===== src/rtl/instruction_fetch_unit_pkg.sv =====
// instruction_fetch_unit_pkg: fetch FSM states, prefetch entry layout and NOP encoding
package instruction_fetch_unit_pkg;
  typedef enum logic [1:0] {IDLE, REQ, DRAIN} fetch_state_e;
  localparam logic [31:0] NOP_INSTR = 32'h0000_0013;
  typedef struct packed {
    logic        fault;
    logic [31:0] pc;
    logic [31:0] instr;
  } fetch_entry_t;
endpackage


===== src/rtl/instruction_fetch_unit_fifo.sv =====
// fetch_fifo: prefetch FIFO with clear, push/pop and occupancy count; a push may coincide with clear
module fetch_fifo #(
  parameter int WIDTH = 65,
  parameter int DEPTH = 4
) (
  input  logic                   clk,
  input  logic                   rst,
  input  logic                   clear,
  input  logic                   push,
  input  logic                   pop,
  input  logic [WIDTH-1:0]       wdata,
  output logic [WIDTH-1:0]       rdata,
  output logic [$clog2(DEPTH):0] count
);
  localparam int AW = $clog2(DEPTH);
  localparam int CW = AW + 1;
  logic [WIDTH-1:0] mem_q [DEPTH];
  logic [AW-1:0]    rd_q, wr_q, wr_base;
  assign wr_base = clear ? '0 : wr_q;
  assign rdata   = mem_q[rd_q];
  // Pointers and count; clear restarts both pointers so a same-cycle push lands at slot 0
  always_ff @(posedge clk or posedge rst) begin
    if (rst) begin
      rd_q  <= '0;
      wr_q  <= '0;
      count <= '0;
    end else begin
      rd_q  <= clear ? '0 : rd_q + AW'(pop);
      wr_q  <= wr_base + AW'(push);
      count <= (clear ? '0 : count - CW'(pop)) + CW'(push);
    end
  end
  // Entry storage
  always_ff @(posedge clk) begin
    if (push) mem_q[wr_base] <= wdata;
  end
endmodule


===== src/rtl/instruction_fetch_unit.sv =====
// instruction_fetch_unit: single-outstanding instruction fetch into a prefetch FIFO with redirect flush; FETCH_ALIGN_CHECK_EN enables misaligned-redirect fault entries
module instruction_fetch_unit
  import instruction_fetch_unit_pkg::*;
#(
  parameter logic [31:0] RESET_PC   = 32'h0000_0000,
  parameter int          FIFO_DEPTH = 4
) (
  input  logic        clk,
  input  logic        reset,
  output logic        mem_req,
  output logic [31:0] mem_addr,
  input  logic        mem_ack,
  input  logic [31:0] mem_rdata,
  output logic        instr_valid,
  input  logic        instr_ready,
  output logic [31:0] instr,
  output logic [31:0] instr_pc,
  input  logic        redirect,
  input  logic [31:0] redirect_pc,
  output logic        instr_fault
);
  localparam int CW = $clog2(FIFO_DEPTH) + 1;
  fetch_state_e  state_q, state_d;
  logic [31:0]   fetch_pc_q, fetch_pc_d;
  logic          stall_q, stall_d;
  logic [CW-1:0] count;
  logic          push, pop, bad_pc;
  fetch_entry_t  push_entry, head;
`ifdef FETCH_ALIGN_CHECK_EN
  assign bad_pc = redirect_pc[1:0] != 2'b00;
`else
  assign bad_pc = 1'b0;
`endif
  assign mem_req     = state_q == REQ;
  assign mem_addr    = fetch_pc_q;
  assign instr_valid = count != '0;
  assign instr       = instr_valid ? head.instr : NOP_INSTR;
  assign instr_pc    = instr_valid ? head.pc : 32'h0;
  assign instr_fault = instr_valid & head.fault;
  assign pop         = instr_valid & instr_ready & ~redirect;
  // Next state: redirect wins; otherwise issue when a slot is free, complete on ack, drain a stale ack
  always_comb begin
    state_d    = state_q;
    fetch_pc_d = fetch_pc_q;
    stall_d    = stall_q;
    push       = 1'b0;
    push_entry = '{fault: bad_pc, pc: redirect_pc, instr: NOP_INSTR};
    if (redirect) begin
      state_d    = (state_q != IDLE && !mem_ack) ? DRAIN : IDLE;
      fetch_pc_d = {redirect_pc[31:2], 2'b00};
      stall_d    = bad_pc;
      push       = bad_pc;
    end else begin
      case (state_q)
        IDLE:    state_d = (count < CW'(FIFO_DEPTH) && !stall_q) ? REQ : IDLE;
        REQ: begin
          if (mem_ack) begin
            state_d    = IDLE;
            fetch_pc_d = fetch_pc_q + 32'd4;
            push       = 1'b1;
            push_entry = '{fault: 1'b0, pc: fetch_pc_q, instr: mem_rdata};
          end
        end
        DRAIN:   state_d = mem_ack ? IDLE : DRAIN;
        default: state_d = IDLE;
      endcase
    end
  end
  // FSM state, fetch PC and misaligned-redirect stall
  always_ff @(posedge clk or posedge reset) begin
    if (reset) begin
      state_q    <= IDLE;
      fetch_pc_q <= RESET_PC;
      stall_q    <= 1'b0;
    end else begin
      state_q    <= state_d;
      fetch_pc_q <= fetch_pc_d;
      stall_q    <= stall_d;
    end
  end
  fetch_fifo #(.WIDTH($bits(fetch_entry_t)), .DEPTH(FIFO_DEPTH)) u_fifo (
    .clk   (clk),
    .rst   (reset),
    .clear (redirect),
    .push  (push),
    .pop   (pop),
    .wdata (push_entry),
    .rdata (head),
    .count (count)
  );
endmodule


===== config.mk =====
export PLATFORM = sky130hd
export DESIGN_NAME = instruction_fetch_unit
export DESIGN_NICKNAME = d
export VERILOG_FILES = /design/src/rtl/instruction_fetch_unit_pkg.sv /design/src/rtl/instruction_fetch_unit_fifo.sv /design/src/rtl/instruction_fetch_unit.sv
export SDC_FILE = /design/constraint.sdc
export NUM_CORES = 1
export LEC_CHECK = 0
export CORE_MARGIN = 3
export CORE_UTILIZATION = 50
export DETAILED_ROUTE_END_ITERATION = 8
export GPL_TIMING_DRIVEN = 0
export PLACE_DENSITY = 0.77
export REMOVE_ABC_BUFFERS = 1
export SLEW_MARGIN = 20
export SYNTH_ARGS = -nofsm -noshare
export SYNTH_HDL_FRONTEND = slang
export SYNTH_SLANG_ARGS = --single-unit

===== constraint.sdc =====
create_clock -name clk -period 6.75 [get_ports clk]
set_clock_uncertainty 0.15 [all_clocks]
set_input_delay 1.6875 -clock clk [delete_from_list [all_inputs] [get_ports clk]]
set_output_delay 1.6875 -clock clk [all_outputs]
set_load 0.02 [all_outputs]

==> flow_summary.ini, run 1 <==
[clock_tree]
clock_path_buffers = 3
cts_max_level = 1
numCtsBuffers = 30
ctsResizeCount = 0
clock-sinks = 295
cts_tree = done
cts_setup_buffers = 0
clkTransAtPathRegs_ns = 0.06
ctsHoldBuffers = 0
clkLatencyLatePin_ns = 0.53
clock-root-buffer = clkbuf_16

[power]
p_leak_nw = 5.33
peakVddDrop_mv = 0.248
p_per_area_nw_per_um2 = 296

[floorplanning]
die_h_um = 164
fp.dieArea_um2 = 26900
io_pins = 168
std_cell_rows = 57
die-width_um = 164
start_util_pct = 51.1
core_area_um2 = 24500

[placement]
gp_congestion = 0.726
port_buffers = 164
placedCellCount = 1199
dpl.hpwl_um = 17700
placed_area_um2 = 14700

[finish]
finalNonFillerCells = 1255
syn_to_final_growth_pct = 26.4
layout-drive-gt1-share_pct = 19.5
diodes = 0
stdcell_area_um2 = 15800
nets = 983
fin_util_pct = 64.5

[min_path]
hold_start = state_q[1]
hold_class = reg2reg
holdPathStages = 1
min_to = state_q[0]

[timing]
slew_viol_final = 0
period_needed_ns = 5.24
worstMarginPinSlew_ns = 0.791
relSlewSlack_pct = 47.2
setup_viol = 0
hold_viol_final = 0
holdWs_ns = 0.403
rsz0062_at_grt = false
min_period_over_period_pct = 77.6
fmax_ghz = 0.191

[synth]
ys_ff_latch = 295
post-synth-top-count-cell = edfxtp_1
synth-warning-count = 0
syn_inst = 736
yosysTopAreaCell = edfxtp_1
syn_area_um2 = 12500
synth_area_per_cell_um2 = 17.0
synth_edf_count = 256
synth_common_cells = edfxtp_1, mux4_2, and2_1
yosysSeqAreaShare_pct = 69.3
async_reset_ff_share_pct = 13.2
ys.flop_type = edfxtp_1
synthTopCellsByArea = edfxtp_1, mux4_2, dfrtp_1
synth_cell_types = 45
yosysTopAreaCellShare_pct = 61.5

[detailed_routing]
met1Wirelength_um = 11600
wl_met2_um = 13600
route.met3.wl_um = 1730
wl_um = 27200
drc = 0
num_vias = 7149
top_layer = met4
first_iter_violations = 533
wire_per_inst_um = 21.7
ant_nets = 0
dr.pass1.iters = 4
via_per_inst = 5.70

[critical_path]
cp-start-kind = primary input
worst_ep_required_time_ns = 6.84
crit_chain = clkdlybuf4s50_1, and3b_2, and2_2, nor3b_2, buf_6, buf_4, buf_6, buf_4
r2r-end = u_fifo.mem_q[0][30]
cpMaxStageDelayCell = and2_2
regToRegSetupSlack_ns = 2.77
critPathKind = in2reg
worst_ep_arrival_time_ns = 5.33
path_buf_inv = 5
slowest_delay_ns = 0.79
ff2ff_path_depth = 7
worstSetupEndpointType = register
cpLargestDelayFamily = simple AND/OR/NAND/NOR gates
r2r_start = state_q[0]
path_max_fanout = 33

[global_route]
grt_max_degree = 47
grt_pass1_vias = 7479
grt_pass1_wl_um = 42100
grt_antenna_before_repair = 0
gr-total-overflow = 0
track_usage_pct = 20.3

[run]
max_cap_viol_count = 0

[run_status]
status = finished clean
## worst max-delay path by stage
stage                         from                   to  cells after the start
final                      mem_ack  u_fifo.mem_q[0][30]                      8
after global placement    redirect   u_fifo.mem_q[0][9]                      4
after floorplan            mem_ack   u_fifo.mem_q[0][0]                      3
after global routing       mem_ack  u_fifo.mem_q[0][30]                      8
after CTS                  mem_ack  u_fifo.mem_q[0][30]                      8
after detailed placement   mem_ack   u_fifo.mem_q[0][9]                      8
## per-layer routing
layer	vias to the layer above	track usage, %
met2	212	33.8
li1	3231	-
met4	0	4.00
met1	3680	28.4
met5	-	0
met3	26	3.68
## final cells by class
cell class	count	area (µm²)
Sequential cell	295	8670
Timing Repair Buffer	185	2000
Clock buffer	41	863
Multi-Input combinational cell	387	3640
Tap cell	324	405
Fill cell	1716	8670
Inverter	8	31.3
Clock inverter	15	184
## state kept, by name, summed over array words and instances, names as in the netlist
| name | count |
|---|---|
| u_fifo.wr_q | 2 |
| state_q | 2 |
| u_fifo.rd_q | 2 |
| u_fifo.mem_q | 256 |
| u_fifo.count | 3 |
| mem_addr | 30 |
## layout by cell type (no fill, tap or decap), types with 9 or more instances in the layout
cell	netlist	routed
edfxtp_1	256	256
clkdlybuf4s50_1	0	163
nand3_1	10	10
mux2_2	30	30
or3_1	10	10
buf_12	0	9
nor2_1	19	18
xnor2_1	10	10
and2_1	63	62
nand4_1	10	10
or4_1	16	16
and3_1	31	30
mux4_2	64	64
nand2_1	31	31
dfrtp_1	39	37
o21ai_0	16	16
clkbuf_16	0	31
a31oi_1	12	12
## logic make-up after synthesis
group                      after synthesis  synth area share (%)
DFF                                    295                  69.3
adders and majority gates                7                 0.701
AOI/OAI and AO/OA                       44                  2.25
and+or+nand+nor                        223                  10.5
buffers and inverters                   56                  1.81
xor gates and xnor gates                14                 0.981
other                                    1                0.0300
muxes                                   96                  14.4
## through the flow
step	setup WS [ns]	TNS [ns]	total power, W
after floorplan	-2.01	-128.88	0.00257
after global placement	-8.60	-1408.86	0.00300
after detailed placement	0.859	0	0.00302
after CTS	1.47	0	0.00473
after global routing	1.28	0	0.00486
final	1.51	0	0.00468
## power by group
group          switching, W  internal (W)  leakage [nW]
registers         0.0000543       0.00203          2.82
clock network      0.000664       0.00105         0.506
logic              0.000447      0.000437          2.00
Power figures use the tool's default switching activity.
==> inputs of run 2 (changes only) <==
==> constraint.sdc (replaced) <==
create_clock -name clk -period 4.77 [get_ports clk]
set_clock_uncertainty 0.15 [all_clocks]
set_input_delay 1.1925 -clock clk [delete_from_list [all_inputs] [get_ports clk]]
set_output_delay 1.1925 -clock clk [all_outputs]
set_load 0.02 [all_outputs]
==> flow_summary.ini, run 2 (same netlist as run 1, synthesis figures left out) <==
[critical_path]
regToRegSetupSlack_ns = 1.27
r2r_start = state_q[0]
worst_ep_required_time_ns = 4.86
ff2ff_path_depth = 7
critPathKind = in2reg
r2r-end = u_fifo.mem_q[0][30]
slowest_delay_ns = 0.68
worstSetupEndpointType = register
worst_ep_arrival_time_ns = 4.36
path_max_fanout = 33
cpMaxStageDelayCell = and3b_2
crit_chain = clkdlybuf4s50_1, and3b_2, and2_4, nor3b_4, buf_6, buf_4, buf_6, buf_4
cp-start-kind = primary input

[detailed_routing]
ant_nets = 0
wire_per_inst_um = 21.7
first_iter_violations = 518
via_per_inst = 5.66
wl_um = 27200
dr.pass1.iters = 5
num_vias = 7109
drc = 0

[finish]
syn_to_final_growth_pct = 26.4
nets = 983
max_flop_register = u_fifo.mem_q
finalNonFillerCells = 1255
layout_commonest_cell = edfxtp_1
largest_register_ffs = 256
final_cell_mix = edfxtp_1, clkdlybuf4s50_1, mux4_2, and2_1, dfrtp_1
diodes = 0
layout-drive-gt1-share_pct = 19.5
fin_util_pct = 64.6

[clock_tree]
clkTransAtPathRegs_ns = 0.06
clkLatencyLatePin_ns = 0.53
clock-sinks = 295
numCtsBuffers = 30
cts_max_level = 1
clock_path_buffers = 3
cts_setup_buffers = 0
clock-root-buffer = clkbuf_16
cts_tree = done

[placement]
placedCellCount = 1199
gp_congestion = 0.726
dpl.hpwl_um = 17700
port_buffers = 164

[timing]
worstMarginPinSlew_ns = 0.698
fmax_ghz = 0.234
setup_viol = 0
hold_viol_final = 0
relSlewSlack_pct = 53.0
slew_viol_final = 0
min_period_over_period_pct = 89.4
holdWs_ns = 0.405
rsz0062_at_grt = false
period_needed_ns = 4.27

[power]
p_switching_w = 0.00165
peakVddDrop_mv = 0.345
intPower_w = 0.00497
p_per_area_nw_per_um2 = 419
power.share.clock_pct = 36.5
power_frac_comb_pct = 18.9
power.share.sequential_pct = 44.6
p_sw_share_pct = 24.9
p_leak_nw = 5.33

[floorplanning]
io_pins = 168
die-width_um = 164
core_area_um2 = 24500
die_h_um = 164
fp.dieArea_um2 = 26900
std_cell_rows = 57
start_util_pct = 51.1

[global_route]
grt_antenna_before_repair = 0
grt_pass1_wl_um = 42100
grt_pass1_vias = 7479
track_usage_pct = 20.3
grt_max_degree = 47
gr-total-overflow = 0

[min_path]
hold_class = reg2reg
min_to = state_q[0]
hold_start = state_q[1]
holdPathStages = 1

[run_status]
status = finished clean

[run]
max_cap_viol_count = 0
-- run 2: changes by cell type in the layout (fill, tap and decap cells not counted) --
cell / change
nor3b_4: +1
nor3b_2: -1
and2_2: -1
and2_4: +1
-- run 2: per-layer routing --
metal / wire [µm] / global-route usage, %
met2: 13500 / 33.8
met1: 11600 / 28.4
met3: 1720 / 3.68
met5: 0 / 0
met4: 330 / 4.00
-- run 2: power by group through the flow --
stage	Sequential [W]	Combinational [W]	Clock (W)
after floorplan	0.00304	0.000604	0
after global placement	0.00305	0.00119	0
after detailed placement	0.00300	0.00127	0
after CTS	0.00295	0.00127	0.00247
after global routing	0.00296	0.00134	0.00257
final	0.00295	0.00125	0.00242
-- run 2: how the worst max path moves through the flow --
stage                     cells after the start  slack (ns)      from                   to
after floorplan                               3       -3.50   mem_ack   u_fifo.mem_q[0][0]
after global placement                        4      -10.09  redirect   u_fifo.mem_q[0][9]
after detailed placement                      8       -0.63   mem_ack   u_fifo.mem_q[0][9]
after CTS                                     8        0.17   mem_ack  u_fifo.mem_q[0][30]
after global routing                          8        0.30   mem_ack  u_fifo.mem_q[0][30]
final                                         8        0.50   mem_ack  u_fifo.mem_q[0][30]
-- run 2: timing repair --
| action | CTS | global route |
|---|---|---|
| hold endpoints to repair | 0 | 0 |
| setup endpoints to repair | 6 | 1 |
| gates resized for setup | 1 | 1 |
| hold buffers | 0 | 0 |
-- run 2: critical path: cells and delay by family --
kind	cells	cell delay (ns)
simple gates	3	1.80
buf+inv	5	1.35
-- run 2: cell type report --
| class | instances | area, µm² |
|---|---|---|
| fillers | 1714 | 8660 |
| clock buffers | 41 | 863 |
| clock inverters | 15 | 184 |
| repair buffers | 185 | 2000 |
| flip-flops and latches | 295 | 8670 |
| multi-input cells | 387 | 3640 |
| inverters | 8 | 31.3 |
| well taps | 324 | 405 |
-- run 2: metrics by stage --
step	worst slack [ns]	TNS [ns]	total power, W	cell area, µm²
CTS	0.172	0	0.00669	15800
global route	0.300	0	0.00688	15800
detailed placement	-0.626	-30.36	0.00427	14700
floorplan	-3.50	-349.84	0.00364	12300
global placement	-10.09	-2256.01	0.00424	14400
finish	0.504	0	0.00662	15800
